==> src/rtl/sum_test_pkg.sv <==
// Shared types and default sizing for the sum-test thread-side initiator.
package sum_test_pkg;

   localparam int unsigned W_A_DEF     = 13;
   localparam int unsigned W_D_DEF     = 32;
   localparam int unsigned TIMEOUT_DEF = 4096;

   typedef enum logic [2:0] {
      IDLE  = 3'd0,
      FILL  = 3'd1,
      SEND  = 3'd2,
      WAIT  = 3'd3,
      CHECK = 3'd4
   } state_e;

endpackage

==> src/rtl/sum_test_ctrl.sv <==
// Thread-side initiator: fills CoRAM with seed+i, sends the word count to the
// user logic, waits for the returned sum and checks it against a local tally.
module sum_test_ctrl
   import sum_test_pkg::*;
#(
   parameter int unsigned W_A     = W_A_DEF,
   parameter int unsigned W_D     = W_D_DEF,
   parameter int unsigned TIMEOUT = TIMEOUT_DEF
) (
   input  logic           CLK,
   input  logic           RST_N,
   input  logic           start,
   input  logic [W_A:0]   num_words,
   input  logic [W_D-1:0] seed,
   output logic [W_A-1:0] mem_addr,
   output logic [W_D-1:0] mem_d,
   output logic           mem_we,
   output logic [W_D-1:0] tx_d,
   output logic           tx_enq,
   input  logic           tx_full,
   input  logic [W_D-1:0] rx_q,
   output logic           rx_deq,
   input  logic           rx_empty,
   output logic           busy,
   output logic           done,
   output logic           pass,
   output logic           timeout,
   output logic [W_D-1:0] result,
   output logic [W_D-1:0] expected
);

   localparam int unsigned W_N = W_A + 1;
   localparam int unsigned W_T = $clog2(TIMEOUT + 1);
   localparam logic [W_N-1:0] N_MAX = {1'b1, {W_A{1'b0}}};

   state_e         state_q, state_d;
   logic [W_N-1:0] n_q, n_d;
   logic [W_A-1:0] i_q, i_d;
   logic [W_D-1:0] acc_q, acc_d;
   logic [W_T-1:0] tmo_q, tmo_d;
   logic           pass_q, pass_d;
   logic           timeout_q, timeout_d;
   logic [W_D-1:0] result_q, result_d;
   logic [W_D-1:0] expected_q, expected_d;
   logic           mem_we_q, mem_we_d;
   logic [W_A-1:0] mem_addr_q, mem_addr_d;
   logic [W_D-1:0] mem_d_q, mem_d_d;
   logic [W_D-1:0] tx_d_q, tx_d_d;
   logic           busy_q, busy_d;
   logic           done_q, done_d;
   logic [W_N-1:0] n_start;

   assign n_start = (num_words > N_MAX) ? N_MAX : num_words;

   // Registered outputs are loaded with the value they must show in the next
   // state; tx_enq/rx_deq stay combinational so they track the channel flags.
   always_comb begin
      state_d    = state_q;
      n_d        = n_q;
      i_d        = i_q;
      acc_d      = acc_q;
      tmo_d      = tmo_q;
      pass_d     = pass_q;
      timeout_d  = timeout_q;
      result_d   = result_q;
      expected_d = expected_q;
      mem_we_d   = 1'b0;
      mem_addr_d = mem_addr_q;
      mem_d_d    = mem_d_q;
      tx_d_d     = tx_d_q;
      done_d     = 1'b0;
      tx_enq     = 1'b0;
      rx_deq     = 1'b0;

      unique case (state_q)
         IDLE: begin
            if (start) begin
               n_d        = n_start;
               i_d        = '0;
               acc_d      = '0;
               tmo_d      = '0;
               pass_d     = 1'b0;
               timeout_d  = 1'b0;
               tx_d_d     = W_D'(n_start);
               mem_addr_d = '0;
               mem_d_d    = seed;
               if (n_start != '0) begin
                  mem_we_d = 1'b1;
                  state_d  = FILL;
               end else begin
                  state_d  = SEND;
               end
            end
         end
         FILL: begin
            // mem_d_q already holds seed+i, so the pattern advances by one per write
            acc_d = acc_q + mem_d_q;
            if ({1'b0, i_q} == n_q - W_N'(1)) begin
               state_d = SEND;
            end else begin
               i_d        = i_q + W_A'(1);
               mem_we_d   = 1'b1;
               mem_addr_d = i_q + W_A'(1);
               mem_d_d    = mem_d_q + W_D'(1);
            end
         end
         SEND: begin
            if (!tx_full) begin
               tx_enq  = 1'b1;
               state_d = WAIT;
            end
         end
         WAIT: begin
            // A reply present in the final counted cycle takes priority over abort
            if (!rx_empty) begin
               rx_deq     = 1'b1;
               result_d   = rx_q;
               expected_d = acc_q;
               pass_d     = (rx_q == acc_q);
               done_d     = 1'b1;
               state_d    = CHECK;
            end else begin
               tmo_d = tmo_q + W_T'(1);
               if (tmo_d == W_T'(TIMEOUT)) begin
                  timeout_d = 1'b1;
                  pass_d    = 1'b0;
                  done_d    = 1'b1;
                  state_d   = IDLE;
               end
            end
         end
         CHECK: begin
            state_d = IDLE;
         end
         default: begin
            state_d = IDLE;
         end
      endcase

      busy_d = (state_d != IDLE);
   end

   always_ff @(posedge CLK or negedge RST_N) begin
      if (!RST_N) begin
         state_q    <= IDLE;
         n_q        <= '0;
         i_q        <= '0;
         acc_q      <= '0;
         tmo_q      <= '0;
         pass_q     <= 1'b0;
         timeout_q  <= 1'b0;
         result_q   <= '0;
         expected_q <= '0;
         mem_we_q   <= 1'b0;
         mem_addr_q <= '0;
         mem_d_q    <= '0;
         tx_d_q     <= '0;
         busy_q     <= 1'b0;
         done_q     <= 1'b0;
      end else begin
         state_q    <= state_d;
         n_q        <= n_d;
         i_q        <= i_d;
         acc_q      <= acc_d;
         tmo_q      <= tmo_d;
         pass_q     <= pass_d;
         timeout_q  <= timeout_d;
         result_q   <= result_d;
         expected_q <= expected_d;
         mem_we_q   <= mem_we_d;
         mem_addr_q <= mem_addr_d;
         mem_d_q    <= mem_d_d;
         tx_d_q     <= tx_d_d;
         busy_q     <= busy_d;
         done_q     <= done_d;
      end
   end

   assign mem_we   = mem_we_q;
   assign mem_addr = mem_addr_q;
   assign mem_d    = mem_d_q;
   assign tx_d     = tx_d_q;
   assign busy     = busy_q;
   assign done     = done_q;
   assign pass     = pass_q;
   assign timeout  = timeout_q;
   assign result   = result_q;
   assign expected = expected_q;

endmodule

==> config.mk <==
export PLATFORM = sky130hd
export DESIGN_NAME = sum_test_ctrl
export DESIGN_NICKNAME = d
export VERILOG_FILES = /design/src/rtl/sum_test_pkg.sv /design/src/rtl/sum_test_ctrl.sv
export SDC_FILE = /design/constraint.sdc
export NUM_CORES = 1
export LEC_CHECK = 0
export BUFFER_PORTS_ARGS = -buffer_cell sky130_fd_sc_hd__buf_2
export CAP_MARGIN = 10
export CORE_MARGIN = 3
export CORE_UTILIZATION = 55
export CTS_BUF_LIST = sky130_fd_sc_hd__clkbuf_4 sky130_fd_sc_hd__clkbuf_8 sky130_fd_sc_hd__clkbuf_16
export DETAILED_ROUTE_END_ITERATION = 8
export GPL_TIMING_DRIVEN = 0
export PLACE_DENSITY = 0.87
export SYNTH_ARGS = -nofsm -noshare
export SYNTH_HDL_FRONTEND = slang
export SYNTH_SLANG_ARGS = --single-unit
export TNS_END_PERCENT = 50
==> constraint.sdc <==
create_clock -name CLK -period 3.8 [get_ports CLK]
set_clock_uncertainty 0.2 [all_clocks]
set_input_delay 0.19 -clock CLK [delete_from_list [all_inputs] [get_ports CLK]]
set_output_delay 0.19 -clock CLK [all_outputs]
set_load 0.01 [all_outputs]
==> reports/metrics.yaml, run 1 <==
outcome:
  status: "finished clean"
sta:
  hold_violations: 0
  max_freq_ghz: 0.278
  fin_setup_tns_ps: 0
  worst_pin_slew_ps: 937
  fin_crit_ps: 3600
  finalCritPeriodShare_pct: 94.7
  slew_headroom_pct: 37.0
  rsz0062_at_grt: "no"
  drv_slew: 0
  finalSetupViolations: 0
logic_synthesis:
  yosysWarnings: 0
  synth_cell_types: 68
  synth_mux_area_share_pct: 7.94
  synth-simple-area-share_pct: 14.9
  synth_edf_count: 0
  seq_area_frac_synth_pct: 42.5
  synth_compound_area_share_pct: 19.8
  post_synth_xor_area_fraction_pct: 6.43
  yosys_most_used_dff: "dfrtp_1"
  synth_seq_cells: 176
  async_reset_ff_share_pct: 100
  synth_cells: 1090
  synth_fa_ha_area_share_pct: 4.54
  syn_area_sq_um: 10400
  synth_top_family_by_area: "compound AO/OA/AOI/OAI gates"
  syn_avg_cell_area_sq_um: 9.50
placement:
  hpwl_mm: 22.6
  gp_congestion: 0.931
  dpl.cell_count: 1549
  portBuffers: 212
global_routing:
  antenna_found_initial: 0
  grt_overflow_total: 0
  grt_pass1_wl_mm: 51.3
  grt_usage_pct: 31.5
  grt_start_max_net_pins: 103
  grt_pass1_vias: 10100
detailed_routing:
  drc: 0
  antenna_left: 0
  drtPass1Iterations: 6
  num_vias: 10100
  wl_mm: 32.8
  via_per_inst: 6.10
  avgRoutedWirePerCell_um: 19.7
  drt_iter0_markers: 872
setup_path:
  r2r-start: "tx_d[0]"
  setup.worst_path.end_class: "register"
  required_ps: 3910
  rr_worst_depth: 12
  arrival_ps: 3700
  cp-start-kind: "register"
  worstSetupStartpoint: "tx_d[0]"
  crit_type: "register to register"
  cp_max_fo: 6
die:
  coreArea_sq_um: 18200
  fp.dieW_um: 143
  rows: 49
  die_h_um: 143
  initial_core_util_pct: 56.9
  dieArea_sq_um: 20500
  ios: 231
cts:
  numCtsBuffers: 17
  insertion_delay_ps: 440
  cts_tree: "done"
  clock-sinks: 176
  cts_max_path_buffers: 2
  clk_pin_slew_ps: 70
  clk_root_buffer_cell: "clkbuf_16"
  htree_levels: 4
layout:
  most-common-layout-cells: "215 x buf_2, 176 x dfrtp_1, 122 x nand2_1"
  diodes: 0
  instances_no_fill: 1663
  area_delta_synth_final_pct: 27.6
  layout.nets: 1541
  drive_above_1_share_pct: 24.8
  final_common_cell: "buf_2"
pwr:
  power.density_nw_per_um2: 888
  irDropWorstVdd_uv: 808
  power_leakage_uw: 0.00623
hold_path:
  whs_path_depth: 4
  hp-class: "primary input to register"
  hold_start: "tx_full"
job:
  maxCapViolCount: 0
==> repair_timing <==
action | CTS | global route
setup buffers | 2 | 0
hold buffers | 80 | 0
pin swaps | 1 | 0
hold endpoints to repair | 182 | 0
endpoints found under the setup margin | 2 | 19
gates resized for setup | 0 | 3
gates cloned | 0 | 0
==> critical path, stage by stage, from the launching register on <==
cell and delay [ps]:
dfrtp_1 440, inv_1 100, ha_1 210, or4b_1 460
buf_2 180, or3b_1 380, nor3_1 180, a31oi_1 100
a2111oi_4 400, buf_4 220, a21o_4 170, o211ai_4 70
or3_1 370
==> routing by layer <==
layer,GRT usage (%),share of wire [%],vias to the layer above
met5,0,0,-
met4,14.9,5.0,0
met3,7.27,7.2,135
met2,54.4,50,495
met1,37.3,38,4886
li1,-,-,4633
==> cells by family after synthesis <==
kind of cell / count (synthesis)
DFF: 176
xor gates and xnor gates: 76
AOI/OAI and AO/OA: 318
adders and majority gates: 37
and+or+nand+nor: 321
muxes: 74
buffers and inverters: 87
other: 1
==> power by group <==
group | internal [uW] | switching [uW] | total [uW]
Combinational | 2820 | 3430 | 6250
Clock | 954 | 836 | 1790
Sequential | 2670 | 1010 | 3690
Total | 6450 | 5280 | 11700
==> registers in the layout (all words and copies together), names as in the netlist <==
name      flops
acc_q        32
expected     32
mem_d        32
result       32
tx_d         14
mem_addr     13
tmo_q        13
state_q       3
busy          1
done          1
mem_we        1
pass          1
timeout       1
==> final timing paths <==
check                                   end  slack [ps]
worst max-delay path                   busy         200
worst min-delay path             state_q[0]          90
worst max register to register         busy         200
worst min register to register      timeout         300
max in group asynchronous        result[11]        2410
min in group asynchronous       mem_addr[7]         160
==> Yosys cell counts (14+ instances only) <==
cell type / instances / share of area, %
clkbuf_1: 40 / 1.4
a21o_1: 22 / 1.6
nand2_1: 122 / 4.4
ha_1: 36 / 4.3
o21ai_0: 92 / 4.4
buf_4: 19 / 1.4
nand3_1: 36 / 1.7
mux2_2: 65 / 7.1
a21oi_1: 88 / 4.3
xor2_1: 40 / 3.4
dfrtp_1: 176 / 43
xnor2_1: 36 / 3.0
nand4_1: 20 / 1.2
nor3_1: 24 / 1.2
nor4_1: 14 / 0.85
inv_1: 17 / 0.62
nor2_1: 48 / 1.7
==> through the flow <==
step           power [uW]  instance area [sq um]  hold WS, ps  setup WS, ps  util [%]
5_1_grt             12500                  13200          119         0.711      72.6
6_report            11700                  13200         91.4           203      72.6
3_3_place_gp         9410                  11800          223          -433      64.6
4_1_cts             11600                  13200         95.7           162      72.5
2_1_floorplan        7750                  10400         -306           595         -
3_5_place_dp         9630                  11800         76.7           152      64.8
==> final cells by class <==
| class | instances | area [sq um] |
|---|---|---|
| inverters | 17 | 63.8 |
| flip-flops and latches | 176 | 4400 |
| clock buffers | 19 | 447 |
| well taps | 229 | 287 |
| plain buffers | 70 | 340 |
| repair buffers | 295 | 1910 |
| multi-input cells | 844 | 5620 |
| fillers | 1290 | 4990 |
| clock inverters | 13 | 140 |
Note: power is estimated with default switching activity, not from simulation.
==> inputs of run 2 (changes only) <==
--- a/config.mk
+++ b/config.mk
@@ -8,11 +8,11 @@
 export BUFFER_PORTS_ARGS = -buffer_cell sky130_fd_sc_hd__buf_2
 export CAP_MARGIN = 10
 export CORE_MARGIN = 3
-export CORE_UTILIZATION = 55
+export CORE_UTILIZATION = 60
 export CTS_BUF_LIST = sky130_fd_sc_hd__clkbuf_4 sky130_fd_sc_hd__clkbuf_8 sky130_fd_sc_hd__clkbuf_16
 export DETAILED_ROUTE_END_ITERATION = 8
 export GPL_TIMING_DRIVEN = 0
-export PLACE_DENSITY = 0.87
+export PLACE_DENSITY = 0.93
 export SYNTH_ARGS = -nofsm -noshare
 export SYNTH_HDL_FRONTEND = slang
 export SYNTH_SLANG_ARGS = --single-unit
==> constraint.sdc (replaced) <==
create_clock -name CLK -period 4.7 [get_ports CLK]
set_clock_uncertainty 0.2 [all_clocks]
set_input_delay 0.235 -clock CLK [delete_from_list [all_inputs] [get_ports CLK]]
set_output_delay 0.235 -clock CLK [all_outputs]
set_load 0.01 [all_outputs]
==> reports/metrics.yaml, run 2 (synthesis results as in run 1) <==
outcome:
  status: "finished clean"
sta:
  rsz0062_at_grt: "no"
  drv_slew: 0
  finalSetupViolations: 0
  fin_crit_ps: 3710
  fin_setup_tns_ps: 0
  finalCritPeriodShare_pct: 78.9
  holdWs_ps: 110
  slew_headroom_pct: 33.2
  worst_pin_slew_ps: 995
  max_freq_ghz: 0.270
  finalWorstSetupSlack_ps: 991
  hold_violations: 0
cts:
  htree_levels: 4
  postCtsSetupBuffers: 0
  cts_tree: "done"
  post_cts_resized: 0
  insertion_delay_ps: 440
  numCtsBuffers: 17
  clk_root_buffer_cell: "clkbuf_16"
  clock-sinks: 176
  clk_pin_slew_ps: 70
  cts_max_path_buffers: 2
detailed_routing:
  wl_mm: 34.4
  drc: 0
  drt_iter0_markers: 1327
  via_per_inst: 6.48
  antenna_left: 0
  avgRoutedWirePerCell_um: 20.8
  drtPass1Iterations: 6
  num_vias: 10700
pwr:
  clock_power_share_pct: 14.9
  power_leakage_uw: 0.00621
  p_int_uw: 5200
  power_switching_uw: 4450
  combPwrFrac_pct: 53.9
  switching_share_pct: 46.1
  power.share.sequential_pct: 31.2
  power.density_nw_per_um2: 732
  irDropWorstVdd_uv: 707
die:
  rows: 47
  coreArea_sq_um: 16800
  ios: 231
  initial_core_util_pct: 61.8
  fp.dieW_um: 137
  dieArea_sq_um: 18900
  die_h_um: 137
placement:
  dpl.cell_count: 1540
  portBuffers: 212
  hpwl_mm: 22.6
  gp_congestion: 0.951
  place_ws_ps: 1100
layout:
  instances_no_fill: 1652
  layout.nets: 1539
  fin_util_pct: 78.6
  area_delta_synth_final_pct: 27.2
  final_common_cell: "buf_2"
  most-common-layout-cells: "215 x buf_2, 176 x dfrtp_1, 122 x nand2_1"
  diodes: 0
  drive_above_1_share_pct: 24.6
setup_path:
  arrival_ps: 3810
  worst_path_most_repeated_cell: "a21oi_1"
  cp-start-kind: "register"
  crit_path_top_delay_cell: "a2111oi_4"
  crit_type: "register to register"
  setup.worst_path.end_class: "register"
  cp_max_fo: 10
  cp_cell_sequence: "inv_1 -> ha_1 -> or4b_1 -> buf_2 -> or3b_1 -> nor3_1 -> a31oi_1 -> a2111oi_4 -> a21oi_2 -> clkbuf_1 -> a21oi_1 -> a21oi_1"
  crit_path_max_incr_delay_ps: 480
  required_ps: 4810
global_routing:
  grt_usage_pct: 36.1
  grt_pass1_vias: 10400
  antenna_found_initial: 0
  grt_start_max_net_pins: 122
  grt_pass1_wl_mm: 53.4
  grt_overflow_total: 0
job:
  maxCapViolCount: 0
hold_path:
  hp-class: "primary input to register"
run 2: changes by cell type in the layout (fill, tap and decap cells not counted), sizes merged:
cell	delta
clkinv	+1
buf	-2
clkbuf	-1
run 2: layer usage:
metal / share of wire [%] / wire (um) / vias to the layer above / track usage (%)
li1: - / - / 4637 / -
met1: 35 / 12100 / 5035 / 42.7
met2: 48 / 16700 / 807 / 61.4
met3: 10 / 3450 / 234 / 8.95
met4: 6.3 / 2180 / 0 / 17.4
met5: 0 / 0 / - / 0
run 2: cell type report:
class / instances / area [sq um]
buffer: 70 / 339
inverter: 17 / 63.8
fill: 1023 / 3580
clock inverter: 14 / 149
multi-input combinational: 844 / 5610
tap: 220 / 275
clock buffer: 18 / 433
timing repair buffer: 293 / 1900
sequential: 176 / 4400
run 2: power groups by stage:
stage	Combinational [uW]	Clock, uW	Sequential, uW
final	5210	1430	3010
after global routing	5670	1500	3050
after CTS	5000	1420	2940
after detailed placement	4860	0	2950
after global placement	4640	0	2910
after floorplan	3340	0	2920
run 2: per-stage QoR:
step / area [sq um] / power [uW]
after floorplan: 10400 / 6270
after global placement: 11800 / 7560
after detailed placement: 11800 / 7810
after CTS: 13200 / 9370
after global routing: 13200 / 10200
final: 13200 / 9650
run 2: timing repair:
action,CTS,global route
hold endpoints to repair,134,0
setup endpoints to repair,0,0
hold buffers,80,0
run 2: final timing paths:
path,startpoint,to,slack (ps),depth (start not counted)
max,tx_d[0],mem_d[12],990,12
min,tx_full,state_q[0],110,4
max reg2reg,tx_d[0],mem_d[12],990,12
min reg2reg,expected[28],expected[28],310,1
max in group asynchronous,RST_N,mem_d[18],3210,3
min in group asynchronous,RST_N,tmo_q[12],120,2
run 2: worst max-delay path, delay by kind of cell (launching register included):
family / cells / cell delay [ps]
DFF: 1 / 440
AOI/OAI and AO/OA: 5 / 1110
adders and majority gates: 1 / 190
and+or+nand+nor: 3 / 1020
buffers and inverters: 3 / 620
==> inputs of run 3 (changes only) <==
--- a/config.mk
+++ b/config.mk
@@ -8,11 +8,11 @@
 export BUFFER_PORTS_ARGS = -buffer_cell sky130_fd_sc_hd__buf_2
 export CAP_MARGIN = 10
 export CORE_MARGIN = 3
-export CORE_UTILIZATION = 60
+export CORE_UTILIZATION = 55
 export CTS_BUF_LIST = sky130_fd_sc_hd__clkbuf_4 sky130_fd_sc_hd__clkbuf_8 sky130_fd_sc_hd__clkbuf_16
 export DETAILED_ROUTE_END_ITERATION = 8
 export GPL_TIMING_DRIVEN = 0
-export PLACE_DENSITY = 0.93
+export PLACE_DENSITY = 0.87
 export SYNTH_ARGS = -nofsm -noshare
 export SYNTH_HDL_FRONTEND = slang
 export SYNTH_SLANG_ARGS = --single-unit
==> constraint.sdc (replaced) <==
create_clock -name CLK -period 3.6 [get_ports CLK]
set_clock_uncertainty 0.2 [all_clocks]
set_input_delay 0.18 -clock CLK [delete_from_list [all_inputs] [get_ports CLK]]
set_output_delay 0.18 -clock CLK [all_outputs]
set_load 0.01 [all_outputs]
==> reports/metrics.yaml, run 3 (synthesis results as in run 1) <==
detailed_routing:
  avgRoutedWirePerCell_um: 19.8
  antenna_left: 0
  drt_iter0_markers: 797
  drtPass1Iterations: 6
  wl_mm: 33.0
  num_vias: 10200
  via_per_inst: 6.11
  drc: 0
outcome:
  status: "finished clean"
die:
  initial_core_util_pct: 56.9
  fp.dieW_um: 143
  ios: 231
  dieArea_sq_um: 20500
  rows: 49
  coreArea_sq_um: 18200
  die_h_um: 143
layout:
  final_common_cell: "buf_2"
  layout.nets: 1542
  drive_above_1_share_pct: 25.5
  nFillCells: 1294
  most-common-layout-cells: "214 x buf_2, 175 x dfrtp_1, 122 x nand2_1"
  area_delta_synth_final_pct: 28.1
  diodes: 0
  fin_area_sq_um: 13300
pwr:
  total_power_uw: 12500
  irDropWorstVdd_uv: 856
  power.density_nw_per_um2: 939
  power_leakage_uw: 0.00625
sta:
  fin_crit_ps: 3500
  rsz0062_at_grt: "no"
  slew_headroom_pct: 29.1
  max_freq_ghz: 0.286
  worst_pin_slew_ps: 1060
  finalCritPeriodShare_pct: 97.1
  holdWs_ps: 92.9
  hold_violations: 0
  finalSetupViolations: 0
  drv_slew: 0
global_routing:
  met2_usage_pct: 54.4
  grt_pass1_vias: 10100
  grt_util_met1_pct: 37.3
  grt_usage_pct: 31.5
  grt_start_max_net_pins: 103
  grt_overflow_total: 0
  top_usage_layer: "met2"
  antenna_found_initial: 0
  grt_pass1_wl_mm: 51.3
  met3_usage_pct: 7.27
setup_path:
  cp-start-kind: "register"
  crit_type: "register to register"
  setup.worst_path.end_class: "register"
  rr_worst_depth: 12
  required_ps: 3700
  arrival_ps: 3600
  cp_max_fo: 6
cts:
  numCtsBuffers: 17
  htree_levels: 4
  cts_max_path_buffers: 2
  insertion_delay_ps: 440
  clock-sinks: 176
  clk_pin_slew_ps: 70
  cts_tree: "done"
  clk_root_buffer_cell: "clkbuf_16"
hold_path:
  whs_path_depth: 4
  hp-class: "primary input to register"
job:
  maxCapViolCount: 0
placement:
  gp_congestion: 0.931
  portBuffers: 212
  postPlaceCellArea_sq_um: 11800
  hpwl_mm: 22.6
[run 3: repair_timing]
item,in CTS,in global routing
hold buffers,80,0
gates resized for setup,1,17
pin swaps,1,2
setup endpoints to repair,27,40
hold endpoints to repair,182,0
buffers inserted,2,1
[run 3: worst max-delay path, stage by stage (launching register included)]
cell and delay [ps]:
dfrtp_2 440, inv_1 110, ha_4 150, or4b_4 450
buf_4 180, or3b_1 370, nor3_1 180, a31oi_1 90
a2111oi_4 350, buf_4 220, a21o_4 170, o211ai_4 80
or3_1 370
[run 3: metal layers]
layer / vias to the layer above / part of all wire, %
li1: 4626 / -
met1: 4849 / 38
met2: 547 / 50
met3: 138 / 7.6
met4: 0 / 4.9
met5: - / 0
[run 3: per-stage QoR]
step / setup TNS [ps] / setup slack, ps / util (%) / std cells
3_3_place_gp: -106940 / -623 / 64.6 / 1548
4_1_cts: 0 / 25.2 / 72.5 / 1663
6_report: 0 / 104 / 72.9 / 1664
2_1_floorplan: 0 / 395 / - / 1107
5_1_grt: 0 / 14.1 / 72.9 / 1664
3_5_place_dp: -132 / -47.8 / 64.8 / 1549
[run 3: worst paths after layout]
| kind | start | endpoint | slack [ps] |
|---|---|---|---|
| setup / recovery | tx_d[0] | busy | 100 |
| min in group asynchronous | RST_N | mem_addr[7] | 140 |
| hold / removal | tx_full | state_q[0] | 90 |
| hold reg to reg | timeout | timeout | 300 |
| setup reg to reg | tx_d[0] | busy | 100 |
| max in group asynchronous | RST_N | result[11] | 2230 |
[run 3: cell type report]
type / count / area (sq um) / area share, %
plain buffers: 70 / 347 / 2.61
clock buffers: 19 / 447 / 3.37
clock inverters: 13 / 140 / 1.06
inverters: 17 / 63.8 / 0.481
multi-input cells: 844 / 5660 / 42.6
flip-flops and latches: 176 / 4410 / 33.2
well taps: 229 / 287 / 2.16
repair buffers: 296 / 1920 / 14.5
[run 3: power by group]
| group | total, uW | internal [uW] | switching (uW) |
|---|---|---|---|
| logic | 6670 | 3020 | 3650 |
| registers | 3900 | 2820 | 1070 |
| clock network | 1890 | 1010 | 880 |
| total | 12500 | 6850 | 5600 |
